--- src/rtl/lat_cmd_pkg.sv ---
// rtl/lat_cmd_pkg.sv - command codes, FSM states and LAT width table for the LAT sequencer
package lat_cmd_pkg;

    typedef enum logic [2:0] {
        CMD_WRTGS     = 3'd0,
        CMD_LATGS     = 3'd1,
        CMD_WRTFC     = 3'd2,
        CMD_LINERESET = 3'd3,
        CMD_READFC    = 3'd4,
        CMD_TMGRST    = 3'd5
    } lat_cmd_e;

    typedef enum logic [1:0] {
        IDLE   = 2'd0,
        PREFIX = 2'd1,
        SHIFT  = 2'd2,
        TAIL   = 2'd3
    } seq_state_e;

    localparam int SHIFT_BITS_DEF  = 48;
    localparam int FCWRTEN_LEN_DEF = 15;
    localparam int GAP_LEN_DEF     = 1;
    localparam int LAT_WIDTH_MAX   = 13;

    // Number of SCLK posedges LAT stays high at the end of the shift window.
    function automatic int unsigned lat_width(input lat_cmd_e c);
        case (c)
            CMD_WRTGS:     return 1;
            CMD_LATGS:     return 3;
            CMD_WRTFC:     return 5;
            CMD_LINERESET: return 7;
            CMD_READFC:    return 11;
            CMD_TMGRST:    return 13;
            default:       return 1;
        endcase
    endfunction

endpackage

--- src/rtl/lat_cmd_sequencer_sclk_posedge_det.sv ---
// rtl/lat_cmd_sequencer_sclk_posedge_det.sv - SCLK rising-edge detector in the clk domain
module sclk_posedge_det (
    input  logic i_clk,
    input  logic i_rst,
    input  logic i_sclk,
    output logic o_posedge
);

    logic r_prev_sclk;

    // Resetting to 1 keeps an SCLK that is already high at release from looking like an edge.
    always_ff @(posedge i_clk or posedge i_rst) begin
        if (i_rst) begin
            r_prev_sclk <= 1'b1;
        end else begin
            r_prev_sclk <= i_sclk;
        end
    end

    assign o_posedge = i_sclk & ~r_prev_sclk;

endmodule

--- src/rtl/lat_cmd_sequencer.sv ---
// rtl/lat_cmd_sequencer.sv - LAT framing sequencer for TLC5957-style driver chains
module lat_cmd_sequencer
    import lat_cmd_pkg::*;
#(
    parameter int SHIFT_BITS  = SHIFT_BITS_DEF,
    parameter int N_CHAIN     = 1,
    parameter int FCWRTEN_LEN = FCWRTEN_LEN_DEF,
    parameter int GAP_LEN     = GAP_LEN_DEF,
    parameter int CNT_W       = $clog2(((SHIFT_BITS * N_CHAIN) > (FCWRTEN_LEN + GAP_LEN) ?
                                        (SHIFT_BITS * N_CHAIN) : (FCWRTEN_LEN + GAP_LEN)) + 1)
) (
    input  logic             clk,
    input  logic             rst,
    input  logic             SCLK,
    input  logic             start,
    input  logic [2:0]       cmd,
    input  logic             abort,
    output logic             en,
    output logic             LAT,
    output logic             shift_phase,
    output logic [CNT_W-1:0] bit_idx,
    output logic             done,
    output logic             cmd_err
);

    localparam int TOTAL = SHIFT_BITS * N_CHAIN;
    localparam logic [CNT_W-1:0] L_SHIFT_LAST  = CNT_W'(TOTAL - 1);
    localparam logic [CNT_W-1:0] L_PREFIX_LAST = CNT_W'(FCWRTEN_LEN + GAP_LEN - 1);
    localparam logic [CNT_W-1:0] L_PREFIX_LAT  = CNT_W'(FCWRTEN_LEN);

    if (LAT_WIDTH_MAX > TOTAL) begin : g_bad_total
        $error("lat_cmd_sequencer: shift frame shorter than the widest LAT pulse");
    end
    if (FCWRTEN_LEN < 1) begin : g_bad_fcwrten
        $error("lat_cmd_sequencer: FCWRTEN_LEN must be at least 1");
    end

    seq_state_e       r_state;
    lat_cmd_e         r_cmd;
    logic [CNT_W-1:0] r_cnt;
    logic             r_done;
    logic             r_cmd_err;
    logic             w_sclk_pos;
    logic             w_cmd_valid;
    logic [CNT_W-1:0] w_lat_thresh;

    sclk_posedge_det u_sclk_det (
        .i_clk     (clk),
        .i_rst     (rst),
        .i_sclk    (SCLK),
        .o_posedge (w_sclk_pos)
    );

    assign w_cmd_valid  = (cmd < 3'd6);
    assign w_lat_thresh = CNT_W'(TOTAL - int'(lat_width(r_cmd)));

    // Abort outranks every transition, including a start arriving in IDLE.
    always_ff @(posedge clk or posedge rst) begin
        if (rst) begin
            r_state   <= IDLE;
            r_cmd     <= CMD_WRTGS;
            r_cnt     <= '0;
            r_done    <= 1'b0;
            r_cmd_err <= 1'b0;
        end else begin
            r_done    <= 1'b0;
            r_cmd_err <= 1'b0;
            if (abort) begin
                r_state <= IDLE;
                r_cnt   <= '0;
            end else begin
                case (r_state)
                    IDLE: begin
                        if (start) begin
                            if (w_cmd_valid) begin
                                r_cmd   <= lat_cmd_e'(cmd);
                                r_cnt   <= '0;
                                r_state <= (lat_cmd_e'(cmd) == CMD_WRTFC) ? PREFIX : SHIFT;
                            end else begin
                                r_cmd_err <= 1'b1;
                            end
                        end
                    end
                    PREFIX: begin
                        if (w_sclk_pos) begin
                            if (r_cnt == L_PREFIX_LAST) begin
                                r_state <= SHIFT;
                                r_cnt   <= '0;
                            end else begin
                                r_cnt <= r_cnt + 1'b1;
                            end
                        end
                    end
                    SHIFT: begin
                        if (w_sclk_pos) begin
                            if (r_cnt == L_SHIFT_LAST) begin
                                r_state <= TAIL;
                                r_cnt   <= '0;
                            end else begin
                                r_cnt <= r_cnt + 1'b1;
                            end
                        end
                    end
                    TAIL: begin
                        if (w_sclk_pos) begin
                            r_state <= IDLE;
                            r_cnt   <= '0;
                            r_done  <= 1'b1;
                        end
                    end
                    default: begin
                        r_state <= IDLE;
                        r_cnt   <= '0;
                    end
                endcase
            end
        end
    end

    always_comb begin
        LAT = 1'b0;
        case (r_state)
            PREFIX:  LAT = (r_cnt < L_PREFIX_LAT);
            SHIFT:   LAT = (r_cnt >= w_lat_thresh);
            default: LAT = 1'b0;
        endcase
    end

    assign en          = (r_state != IDLE);
    assign shift_phase = (r_state == SHIFT);
    assign bit_idx     = shift_phase ? (L_SHIFT_LAST - r_cnt) : '0;
    assign done        = r_done;
    assign cmd_err     = r_cmd_err;

endmodule

--- config.mk ---
export PLATFORM = sky130hd
export DESIGN_NAME = lat_cmd_sequencer
export DESIGN_NICKNAME = d
export VERILOG_FILES = /design/src/rtl/lat_cmd_pkg.sv /design/src/rtl/lat_cmd_sequencer_sclk_posedge_det.sv /design/src/rtl/lat_cmd_sequencer.sv
export SDC_FILE = /design/constraint.sdc
export NUM_CORES = 1
export LEC_CHECK = 0
export CAP_MARGIN = 20
export CORE_AREA = 5 5 49 82
export DETAILED_ROUTE_END_ITERATION = 16
export DIE_AREA = 0 0 54 87
export SYNTH_ARGS = -nofsm -noshare
export SYNTH_HDL_FRONTEND = slang
export SYNTH_SLANG_ARGS = --single-unit
--- constraint.sdc ---
create_clock -name clk -period 6.6 [get_ports clk]
set_input_delay 1.32 -clock clk [delete_from_list [all_inputs] [get_ports clk]]
set_output_delay 1.32 -clock clk [all_outputs]
set_load 0.1 [all_outputs]
**Word level (Yosys, flattened, before mapping)**

Cells that the tools add are included.

- Add/sub/neg operators: 3
- Order comparisons: 3
- Equal/unequal tests: 18
- Mux-type cells: 29
- Bitwise logic cells: 3
- Reductions and logical operators: 5

Operator list:

| kind | count |
|---|---|
| $mux W6 | 9 |
| $pmux W6 S4 | 1 |
| $pmux W4 S5 | 1 |
| $mux W2 | 9 |
| $ne A3 B2 Y1 const B | 4 |
| $eq A3 B2 Y1 const B | 3 |
| $ne A3 B3 Y1 const B | 3 |
| $pmux W2 S4 | 1 |
| $mux W1 | 7 |
| $reduce_and A7 Y1 | 1 |
| $add A6 B1 Y6 const B | 1 |
| $eq A3 B3 Y1 const B | 2 |
| $eq A6 B4 Y1 const B | 1 |
| $eq A6 B6 Y1 const B | 1 |
| $ge A6 B6 Y1 | 1 |
| $lt A6 B4 Y1 const B | 1 |
| $sub A5 B6 Y6 const A | 1 |
| $sub A6 B6 Y6 const A | 1 |
| $reduce_and A5 Y1 | 1 |
| $eq A2 B2 Y1 const B | 2 |
| $reduce_and A4 Y1 | 1 |
| $eq A3 B1 Y1 const B | 1 |
| $lt A3 B3 Y1 const B | 1 |
| $eq A2 B1 Y1 const B | 1 |
| 5 further kinds | 6 |

- Register bits after elaboration: 14
- Bits of input ports: 8
- Output and inout bits: 11
- Word-level logic and storage cells: 67

**Logic depth before layout (Yosys ltp)**

Gate-level depths: netlist of the first run.

- Depth in word-level cells: 6
- Mapped depth: 10
- Depth with buffers taken out: 10

**Hierarchy**

Synthesis of the first run repeated with hierarchy kept, for this count alone.

- Cell total of the unflattened synthesis: 110
- Area total of the unflattened synthesis: 1,054.8 um^2

By module, submodules not included:

| module | times used | cells each | area an instance (um^2) | seq. area each (um^2) |
|---|---|---|---|---|
| lat_cmd_sequencer | 1 | 107 | 1,011.0 | 325.3 |
| sclk_posedge_det | 1 | 3 | 43.8 | 26.3 |

**Worst setup path before layout of the first run**

Ideal clock, no wire load.

- Kind: reg-to-output
- Start: register r_state[0]
- End: output LAT
- Arrival: 3.230 ns
- Data required time: 5.280 ns
- Slack: 2.050 ns
- Cell stages (with the launch flop): 6
- Buffers on the path: 1
- Cell sequence: dfrtp_1 inv_1 ha_1 clkbuf_2 o21ai_0 a21oi_1

- Word-level cells in the longest chain between the ends: 2
- Elaborated cells between the ends (all ways): 3
- Those cells by class: eq/ne: 2; mux: 1

RTL lines:

| item | RTL line | source |
|---|---|---|
| from (decl) | lat_cmd_sequencer.sv:38 | `seq_state_e r_state;` |
| from (signal assigned) | lat_cmd_sequencer.sv:78 | `r_state <= (lat_cmd_e'(cmd) == CMD_WRTFC) ? PREFIX : SHIFT;` |
| $eq A2 B2 Y1 | -- |  |
| net shift_phase | lat_cmd_sequencer.sv:20 | `output logic shift_phase,` |
| $pmux W1 S2 | lat_cmd_sequencer.sv:122 | `case (r_state)` |
| to (decl) | lat_cmd_sequencer.sv:19 | `output logic LAT,` |

The timed path passes the listed nets, and every way through them passes these cells.

**Final worst setup path of the first run**

- Start: register r_cmd[1]
- End: output LAT

- Word-level cells in the longest chain between the ends: 5
- Elaborated cells between the ends (all ways): 9
- Those cells by class: add/sub: 1; order compare: 1; eq/ne: 5; mux: 2

RTL lines:

| item | RTL line | source |
|---|---|---|
| from (decl) | lat_cmd_sequencer.sv:39 | `lat_cmd_e r_cmd;` |
| from (signal assigned) | lat_cmd_sequencer.sv:76 | `r_cmd <= lat_cmd_e'(cmd);` |
| $eq A3 B3 Y1 (tied with other cells) | lat_cmd_pkg.sv:27 | `case (c)` |
| $pmux W4 S5 * | lat_cmd_pkg.sv:27 |  |
| $sub A5 B6 Y6 * | lat_cmd_sequencer.sv:55 | `assign w_lat_thresh = CNT_W'(TOTAL - int'(lat_width(r_cmd)));` |
| $ge A6 B6 Y1 * | lat_cmd_sequencer.sv:124 | `SHIFT: LAT = (r_cnt >= w_lat_thresh);` |
| $pmux W1 S2 * | lat_cmd_sequencer.sv:122 |  |

Every way passes the cells marked *; elsewhere a longest branch is shown, timed or not.

==> flow_summary.ini, run 1 <==
[synth]
synth_compound_area_share_pct = 19.0
synth_xor_area_share_pct = 0
muxShareOfSynthArea_pct = 4.28
synthCells = 115
async_reset_ff_share_pct = 100
ys_seq_area_share_pct = 32.5
synth_top_family_by_area = simple AND/OR/NAND/NOR gates
synth_fa_ha_area_share_pct = 16.2
postSynthAreaPerCell_um2 = 9.41
ys_warn_count = 0
syn_area_um2 = 1080
syn_nets = 137
ys_ff_latch = 14
synth-simple-area-share_pct = 22.7
synthFlopType = dfrtp_1
yosysUniqueCellTypes = 42
synth_edf_count = 0

[pwr]
p_seq_share_pct = 18.4
p_clk_share_pct = 12.4
sw_frac_of_total_pct = 56.2
intPower_uw = 301
comb_power_share_pct = 69.2
leakage_nw = 0.621
ir_worst_vdd_v = 0.000244
power.net_switching_uw = 386
p_per_area_nw_per_um2 = 507

[critical_path]
crit_type = reg -> out
critPathCaptureType = output port
critical_path_arrival_ns = 3.26
critPathRequiredTime_ns = 5.28
reg2reg_from = r_state[0]
cp_max_fo = 5
critPathLaunchType = flop
cp-startpoint = r_cmd[1]

[worst_hold_path]
hp-start = r_cmd[2]
hold_path.class = reg -> reg

[clock_tree]
cts_sinks = 14
clk_latency_ns = 0.25
htreeDepth = 1
path_clk_slew_ns = 0.06
root_buffer = clkbuf_8
clockBufferDepth = 2
cts_resized = 0
cts_buffers = 3
hold_buffers = 0
cts_tree = built
postCtsSetupBuffers = 0

[floorplan]
die_area_um2 = 4700
die_x_um = 54
initial_core_util_pct = 32.5
core_um2 = 3330
fp-row-count = 28
ioPinCount = 19
fp.dieH_um = 87

[final_layout]
finalNonFillerCells = 179
drive_above_1_share_pct = 11.9
synthToLayoutAreaGrowth_pct = 25.3
regArea_um2 = 352
fill_cells = 342
antenna_cells = 0
multi_input_area_um2 = 672
postLayoutCoreUtil_pct = 40.8
mostFrequentLayoutCells = clkdlybuf4s50_1, ha_1, dfrtp_1
final_nets = 157
final_common_cell = clkdlybuf4s50_1

[sta]
setup_violations = 0
slew_headroom_pct = 33.9
rsz0062_at_grt = false
worst_pin_slew_ns = 0.988
skew_ns = 0.000547
post-route-min-period_ns = 4.58
timing.final.crit_share_pct = 69.4
fmax_ghz = 0.218
timing.setup.tns_ns = 0
finalHoldViolCount = 0
drv_slew = 0

[route]
ant_nets = 0
vias_per_cell = 5.09
drcViolationCount = 0
firstDrtPassIters = 4
routed-via-count = 912
wirelength_um = 2500
wire_per_inst_um = 14.0
drt_iter0_drc = 5

[place]
io_buffers = 18
dpl.cell_count = 175
hpwl_um = 2010
gp_congestion = 0.839

[global_route]
grt_pass1_vias = 941
grt_max_degree = 15
grt_overflow = 0
antenna_found_initial = 0
grt_first_pass_wirelength_um = 4190
track_usage_pct = 12.1

[run]
cap_violations = 0

[status]
status = complete, no violations
layer usage:
metal	track usage [%]	share of wire (%)	wire length, µm	up-vias
met5	0	0	0	-
met4	6.80	2.4	61	0
met3	2.06	2.8	69	5
met2	23.4	58	1440	15
met1	10.9	37	926	445
li1	-	-	-	447
critical path, stage by stage (launching register included):
cell and delay (ns):
dfrtp_1 0.41, inv_1 0.08, ha_1 0.33, nand2_1 0.07, a31o_2 0.24, ha_1 0.27
a21o_1 0.17, a211o_1 0.28, o211ai_1 0.10, a21oi_1 0.09, clkdlybuf4s50_1 0.97
logic make-up after synthesis:
kind of cell | count (synthesis)
and+or+nand+nor | 43
adders and majority gates | 14
muxes | 4
DFF | 14
buffers and inverters | 14
AOI/OAI and AO/OA | 26
registers in the layout (all words and copies together) (netlist names):
register	count
cmd_err	1
done	1
r_cmd	3
r_cnt	6
r_state	2
u_sclk_det.r_prev_sclk	1
metrics by stage:
stage | total power, mW | instance area, µm² | setup WS, ns | hold slack, ns
floorplan | 0.505 | 1080 | 2.05 | 0.493
global placement | 0.598 | 1300 | 2.36 | 0.528
detailed placement | 0.608 | 1300 | 2.29 | 0.541
CTS | 0.695 | 1360 | 2.02 | 0.556
global route | 0.730 | 1360 | 1.85 | 0.581
finish | 0.687 | 1360 | 2.02 | 0.545
power by group through the flow:
stage / combinational, mW / clock [mW] / sequential (mW)
final: 0.476 / 0.0854 / 0.126
after detailed placement: 0.479 / 0 / 0.128
after global placement: 0.471 / 0 / 0.127
after CTS: 0.480 / 0.0879 / 0.127
after global routing: 0.508 / 0.0930 / 0.129
after floorplan: 0.380 / 0 / 0.125
worst paths after layout:
kind                              end  slack [ns]  depth (start not counted)
max                               LAT        2.02                         10
min                          r_cmd[2]        0.54                          2
max reg2reg                r_state[1]        4.51                          6
min reg2reg                  r_cmd[2]        0.54                          2
max in group asynchronous    r_cnt[0]        4.79                          2
min in group asynchronous        done        1.43                          2
synthesized netlist by cell type, types with 2 or more instances:
| library cell | count | area, µm² |
|---|---|---|
| and3b_1 | 2 | 17.5 |
| o22ai_1 | 2 | 12.5 |
| nor2b_1 | 6 | 37.5 |
| nand2b_1 | 2 | 12.5 |
| nand3_1 | 5 | 25.0 |
| inv_1 | 11 | 41.3 |
| a21oi_1 | 6 | 30.0 |
| a21o_1 | 2 | 15.0 |
| ha_1 | 14 | 175 |
| nor3_1 | 2 | 10.0 |
| o21ai_0 | 5 | 25.0 |
| mux2i_1 | 2 | 20.0 |
| nand4_1 | 3 | 18.8 |
| nand2_1 | 5 | 18.8 |
| dfrtp_1 | 13 | 325 |
| nor2_1 | 9 | 33.8 |
cell type report:
class	count	share of cell area [%]
Clock buffer	4	4.06
Inverter	11	3.04
Multi-Input combinational cell	87	49.5
Sequential cell	14	25.9
Tap cell	45	4.15
Timing Repair Buffer	18	13.3
Power figures use the tool's default switching activity.
==> inputs of run 2 (changes only) <==
==> constraint.sdc (replaced) <==
create_clock -name clk -period 4.2 [get_ports clk]
set_input_delay 0.84 -clock clk [delete_from_list [all_inputs] [get_ports clk]]
set_output_delay 0.84 -clock clk [all_outputs]
set_load 0.1 [all_outputs]
==> flow_summary.ini, run 2 (synthesis gave the netlist of run 1 again) <==
[route]
routed-via-count = 904
wire_per_inst_um = 14.2
ant_nets = 0
firstDrtPassIters = 4
drcViolationCount = 0
vias_per_cell = 5.05
drt_iter0_drc = 17
wirelength_um = 2550

[place]
io_buffers = 18
placed_cell_area_um2 = 1280
hpwl_um = 2050
dp_slack_ns = 1.08
gp_congestion = 0.801

[global_route]
grt_first_pass_wirelength_um = 4040
grt_max_degree = 15
track_usage_pct = 11.5
antenna_found_initial = 0
grt_pass1_vias = 906
grt_overflow = 0

[critical_path]
crit_type = reg -> out
reg2reg_from = r_state[0]
cpMaxStageDelayCell = dfrtp_1
slowest_delay_ns = 0.41
ff2ff_setup_slack_ns = 2.09
critPathRequiredTime_ns = 3.36
critical_path_arrival_ns = 2.54
critPathCaptureType = output port
cp_max_fo = 5
cp-startpoint = r_cmd[1]
cp_common_cell = ha_1
critPathLaunchType = flop
crit_chain = inv_1, ha_1, nand2_1, a31o_2, ha_1, a21o_1, a211o_1, o211ai_1, a21oi_1, buf_4

[pwr]
leakage_nw = 0.633
ir_worst_vdd_v = 0.000365
totalPowerFinal_mw = 1.07
p_per_area_nw_per_um2 = 802

[sta]
skew_ns = 0.00270
fmax_ghz = 0.296
setup_ws_ns = 0.823
post-route-min-period_ns = 3.38
timing.setup.tns_ns = 0
drv_slew = 0
worst_pin_slew_ns = 0.968
finalHoldViolCount = 0
timing.final.crit_share_pct = 80.4
slew_headroom_pct = 35.3
rsz0062_at_grt = false
setup_violations = 0

[final_layout]
synthToLayoutAreaGrowth_pct = 23.5
final_common_cell = ha_1
antenna_cells = 0
final_nets = 157
drive_above_1_share_pct = 17.9
regMostFlops = r_cnt
reg_top3 = r_cnt (6), r_cmd (3), r_state (2)
finalInstanceArea_um2 = 1340
largest_reg_flops = 6
mostFrequentLayoutCells = ha_1, dfrtp_1, inv_1

[status]
status = complete, no violations

[clock_tree]
cts_tree = built
path_clk_slew_ns = 0.06
postCtsSetupBuffers = 0
root_buffer = clkbuf_8
htreeDepth = 1
cts_buffers = 3
hold_buffers = 0
cts_resized = 0
clockBufferDepth = 2
clk_latency_ns = 0.25
cts_sinks = 14

[worst_hold_path]
hp-start = r_cmd[2]
hold_path.class = reg -> reg

[floorplan]
fp-row-count = 28
core_um2 = 3330
die_area_um2 = 4700
die_x_um = 54
initial_core_util_pct = 32.5
ioPinCount = 19
fp.dieH_um = 87

[run]
cap_violations = 0
==> run 2: changes by cell type in the layout (fill, tap and decap cells not counted), sizes merged <==
cell,delta
clkdlybuf4s50,-8
buf,+8
==> run 2: per-layer routing <==
metal	up-vias	wire length (µm)	part of all wire, %	track usage [%]
met5	-	0	0	0
li1	447	-	-	-
met1	437	946	37	10.9
met4	0	54	2.1	5.44
met3	5	77	3.0	1.20
met2	15	1470	58	22.6
==> run 2: power breakdown <==
| part | internal, mW | total [mW] | switching (mW) |
|---|---|---|---|
| Sequential | 0.164 | 0.199 | 0.0346 |
| Combinational | 0.214 | 0.740 | 0.526 |
| Clock | 0.0831 | 0.133 | 0.0500 |
==> run 2: layout make-up <==
class | instances | area, µm²
Clock buffer | 4 | 55.1
Fill cell | 345 | 1990
Inverter | 11 | 41.3
Multi-Input combinational cell | 87 | 672
Sequential cell | 14 | 352
Tap cell | 45 | 56.3
Timing Repair Buffer | 18 | 160
==> run 2: through the flow <==
step           util [%]  cells  hold WS (ns)
2_1_floorplan         -    115         0.493
3_3_place_gp       38.5    175         0.532
3_5_place_dp       38.5    175         0.534
4_1_cts            40.2    179         0.548
5_1_grt            40.2    179         0.600
6_report           40.2    179         0.546
==> run 2: final timing paths <==
check                             end  cells after the start
max                               LAT                     10
min                          r_cmd[2]                      2
max reg2reg                r_state[1]                      6
min reg2reg                  r_cmd[2]                      2
max in group asynchronous  r_state[0]                      2
min in group asynchronous        done                      2
==> run 2: critical path: cells and delay by family, from the launching register on <==
kind / cells / cell delay (ns)
buffers and inverters: 2 / 0.33
adder cells (fa/ha/maj): 2 / 0.60
flip-flops: 1 / 0.41
AND/OR/NAND/NOR: 1 / 0.07
AO/OA/AOI/OAI: 5 / 0.87
==> RTL change 1: new RTL, settings of run 2 <==
Set the parameter `N_CHAIN` to 2 (it was 1).
--- a/src/rtl/lat_cmd_sequencer.sv
+++ b/src/rtl/lat_cmd_sequencer.sv
@@ -4,5 +4,5 @@
 #(
     parameter int SHIFT_BITS  = SHIFT_BITS_DEF,
-    parameter int N_CHAIN     = 1,
+    parameter int N_CHAIN     = 2,
     parameter int FCWRTEN_LEN = FCWRTEN_LEN_DEF,
     parameter int GAP_LEN     = GAP_LEN_DEF,
Ports: changed (resized bit_idx); port bits go from 19 to 20. No check against the original RTL was run, so the function may have changed too.
==> RTL change 1 against run 2 <==
- routed wire length rose by 9.0%
- global-route usage increased by 1.4 points
- critical path depth increased by 1
- synthesized area is 8.4% higher
- power increased by 4.5%
- sequential cell count rose by 1
- final area rose by 6.6%
- cell count rose by 10%
- clock power down 11%
- sequential power is 4% higher
- core utilization up 2.6 points
- setup slack better by 0.055 ns
==> RTL change 1: results (changes against run 2) <==
* Status: finished clean
* DP Area at 0.001379 mm² (+7.6%)
* Met2 routed WL at 1.491 mm (+1.7%)
* Routability cong. at 0.8436 (+5.3%)
* Synth unique cells at 44 (+4.8%)
* Regs by FF count: r_cnt x7, r_cmd x3, r_state x2
* Largest net degree at the start of global routing at 16 (+1)
* Worst-Skew Late Latency at 0.25 ns (about the same)
* Post-CTS Setup Bufs at 0 (unchanged)
* Fillers at 338 (-2.0%)
* Ys async rst share at 100.0% (unchanged)
* First-pass DRT Iterations at 4 (unchanged)
* WHS at 0.5375 ns (-0.008867 ns)
* WL per Instance at 14.09 µm (-0.93%)
* CTS buffer count at 3 (unchanged)
* Mux contribution to synthesized area at 2.665% (-1.6 points)
* Met1 Use GR at 13.07% (+2.2 points)
* Top post-synthesis cells by count: dfrtp_1, ha_1, inv_1, nand2_1, nor2_1
* Post-DP HPWL at 2.159 mm (+5.4%)
* Grt met3 use at 1.372% (+0.17 points)
* GRT Total Usage at 12.92% (+1.4 points)
* Max VDD drop at 0.4603 mV (+26%)
* Setup WS pre-CTS at 1.143 ns (+0.06106 ns)
* Net Count, Synth at 154 (+12%)
* Net Sw Frac at 59.67% (+2.7 points)
* IO buf count at 19 (+1)
* Slew HR at 35.35% (+0.073 points)
* Post-synthesis sequential area ratio at 32.09% (-0.40 points)
* EDFF count, synth at 0 (unchanged)
* Diode count at 0 (unchanged)
* M2 GR Usage at 23.62% (+0.99 points)
* Adder-cell share of the synthesized area at 14.93% (-1.3 points)
* Compound-gate portion of the synthesized area at 20.36% (+1.4 points)
* Clock buffer depth at 2 (unchanged)
* WL met3 at 80 µm (+3.9%)
* Xor/xnor share of the synthesized area at 0% (unchanged)
* Share of cells above drive strength 1 at 15.79% (-2.1 points)
* Final net count at 175 (+11%)
* Critical path arrival at 2.48 ns (-0.06 ns)
* Final Worst Setup Slack at 0.8776 ns (+0.05481 ns)
* Top Metal Used: met4
* Reg clk slew, reported paths at 0.06 ns (about the same)
* Met1 WL at 1.079 mm (+14%)
* Finished Layout Cells at 197 (+10%)
* Cell count after synthesis at 132 (+15%)
* Worst min-delay path class: reg -> reg
* Final core utilization at 42.78% (+2.6 points)
* Cells taking the most area after synthesis: dfrtp_1, ha_1, nor2b_1, inv_1, nand2_1
* Cells after DPL at 193 (+10%)
* Skew final at 0.002132 ns (-0.0005727 ns)
* Via count at 1035 (+14%)
* Pleak at 0.6486 nW (+2.5%)
* Reg-to-reg slack, setup at 1.66 ns (-0.43 ns)
* First-pass GRT wire length at 4.519 mm (+12%)
[RTL change 1: changes by cell type in the layout (fill, tap and decap cells not counted), moves of 2 or more]
cell / before / now
nand3_1: 5 / 7
a21boi_1: 0 / 2
nor2b_1: 6 / 8
o21ai_0: 5 / 1
a31oi_1: 0 / 2
o21ai_1: 0 / 5
nand2_1: 5 / 10
[RTL change 1: path summary, 6_finish.rpt]
path	startpoint	end	cells past startpoint
hold reg to reg	r_cmd[2]	r_cmd[2]	2
min in group asynchronous	rst	r_cnt[1]	2
max in group asynchronous	rst	done	2
setup / recovery	r_cmd[1]	LAT	11
hold / removal	r_cmd[2]	r_cmd[2]	2
setup reg to reg	r_state[0]	r_state[1]	6
[RTL change 1: worst max-delay path, cell delays in order, from the launching register on]
cell and delay (ns):
dfrtp_1 0.41, inv_1 0.09, ha_1 0.33, mux2i_1 0.08, nand3_1 0.08, o21ai_0 0.11
ha_1 0.31, nand3_1 0.08, o22ai_1 0.16, a31oi_1 0.10, o21ai_1 0.16, buf_4 0.31
[RTL change 1: area by class of cell]
cell class / count / area share (%)
Sequential cell: 15 / 26.45
Multi-Input combinational cell: 103 / 51.76
Timing Repair Buffer: 19 / 11.78
Clock buffer: 4 / 3.163
Tap cell: 45 / 3.954
Inverter: 11 / 2.900
[RTL change 1: power by group through the flow]
stage / clock [mW] / sequential (mW) / combinational (mW)
2_1_floorplan: 0 / 0.206 / 0.652
3_3_place_gp: 0 / 0.206 / 0.786
3_5_place_dp: 0 / 0.210 / 0.797
4_1_cts: 0.124 / 0.207 / 0.799
5_1_grt: 0.128 / 0.210 / 0.843
6_report: 0.119 / 0.207 / 0.794
==> RTL change 2: new RTL, flow settings as in run 2 <==
Made on the original files. Re-encode `seq_state_e` (4 states) as one-hot, 4 bits wide.
--- a/src/rtl/lat_cmd_pkg.sv
+++ b/src/rtl/lat_cmd_pkg.sv
@@ -11,9 +11,9 @@
     } lat_cmd_e;
 
-    typedef enum logic [1:0] {
-        IDLE   = 2'd0,
-        PREFIX = 2'd1,
-        SHIFT  = 2'd2,
-        TAIL   = 2'd3
+    typedef enum logic [3:0] {
+        IDLE   = 4'b0001,
+        PREFIX = 4'b0010,
+        SHIFT  = 4'b0100,
+        TAIL   = 4'b1000
     } seq_state_e;
 
Function: same outputs for any inputs over 10 cycles, from zero or initial values and one cycle with rst high; not proved beyond that.
==> RTL change 2 against run 2 <==
- synthesized cell count rose by 2.6%
- die area did not move
- sequential power rose by 16%
- register-to-register slack got worse by 0.47 ns
- routed wire length fell by 1.3%
- combinational power fell by 39%
- via count rose by 5.2%
- power fell by 25%
- clock power fell by 11%
- final area fell by 0.84%
- setup slack got worse by 0.010 ns
- core utilization fell by 0.34 points
- sequential cell count rose by 2
- synthesized area rose by 0.12%
- largest cell class unchanged
- largest power group unchanged
==> RTL change 2: results (changes against run 2) <==
* M2 GR Usage at 21.85% (-0.77 points)
* Finished Layout Cells at 182 (+1.7%)
* Net Count, Synth at 136 (-0.73%)
* Pleak at 0.6325 nW (about the same)
* Share of cells above drive strength 1 at 16.06% (-1.9 points)
* DP Area at 0.001280 mm² (about the same)
* FF+latch area at 402.9 µm² (+15%)
* Via count at 951 (+5.2%)
* Mean area per synthesized cell at 9.183 µm² (-2.4%)
* Max VDD drop at 0.4443 mV (+22%)
* Grt met3 use at 2.401% (+1.2 points)
* Largest net degree at the start of global routing at 17 (+2)
* FF-to-FF path depth at 5 (-1)
* P_int at 386.3 µW (-16%)
* Top post-synthesis cells by count: dfrtp_1, nor2_1, ha_1, nand2_1, o21ai_0
* First-pass GRT wire length at 4.519 mm (+12%)
* Number of global-route vias before repair at 1022 (+13%)
* Setup WS pre-CTS at 1.072 ns (-0.009940 ns)
* WHS at 0.5690 ns (+0.02265 ns)
* ClkCell Share at 3.399% (-0.72 points)
* Inverters at 8 (-3)
* Regs by FF count: r_cnt x6, r_state x4, r_cmd x3
* Fillers at 332 (-3.8%)
* Iteration-0 DRC count of the detailed router at 48 (+31)
* Status: finished clean
* Xor/xnor share of the synthesized area at 0.8083% (+0.81 points)
* Yosys reg bits at 16 (+2)
* Buffering overhead at 12.09% (+0.10 points)
* Met1 Use GR at 14.03% (+3.1 points)
* Multi-In Gates at 91 (+4.6%)
* P&R area growth vs syn at 22.29%
* Slew HR at 34.69% (-0.59 points)
* Final wirelength at 2.511 mm (-1.3%)
* Routability cong. at 0.8902 (+11%)
* R2R Path Start: r_state[0]
* Adder-cell share of the synthesized area at 11.55% (-4.6 points)
* Post-synthesis sequential area ratio at 37.18% (+4.7 points)
* HP Start: r_cnt[1]
* Skew final at 0.004481 ns (+0.001777 ns)
* Worst Hold End: r_cnt[1]
* Logic pwr share at 56.4% (-13 points)
* Post-DP HPWL at 2.003 mm (-2.2%)
* GRT Total Usage at 12.81% (+1.3 points)
* F_max at 295.2 MHz (-0.30%)
* Multi-input gate area at 625.6 µm² (-6.9%)
* Sequential power share at 28.9% (+10 points)
* Met1 WL at 948 µm (+0.21%)
* Synth unique cells at 38 (-9.5%)
* Met2 routed WL at 1.415 mm (-3.5%)
* Tot Pwr at 800.2 µW (-25%)
* Compound-gate portion of the synthesized area at 18.59% (-0.37 points)
==> RTL change 2: changes by cell type after synthesis, moves of 2 or more <==
cell,delta
nor2b_1,-4
a21oi_1,-3
ha_1,-4
and3b_1,-2
o22a_1,+2
mux2i_1,-2
nor2_1,+3
or4b_2,+2
o21ai_0,+3
mux2_2,+2
inv_1,-4
a21o_1,+2
nand2_1,+5
==> RTL change 2: cells by family (layout without fill, tap and decap cells) <==
logic type | after synthesis | in the layout
compound gates | 29 | 29
buf+inv | 11 | 30
mux | 3 | 3
flops | 16 | 16
fa+ha+maj | 10 | 10
xor+xnor | 1 | 1
simple gates | 48 | 48
==> RTL change 2: worst reg2reg max path, stage by stage, from the launching register on <==
cell and delay (ns):
dfstp_2 0.58, or4b_2 0.65, a211oi_1 0.42, a31oi_1 0.22, nand2_1 0.24, mux2_2 0.36
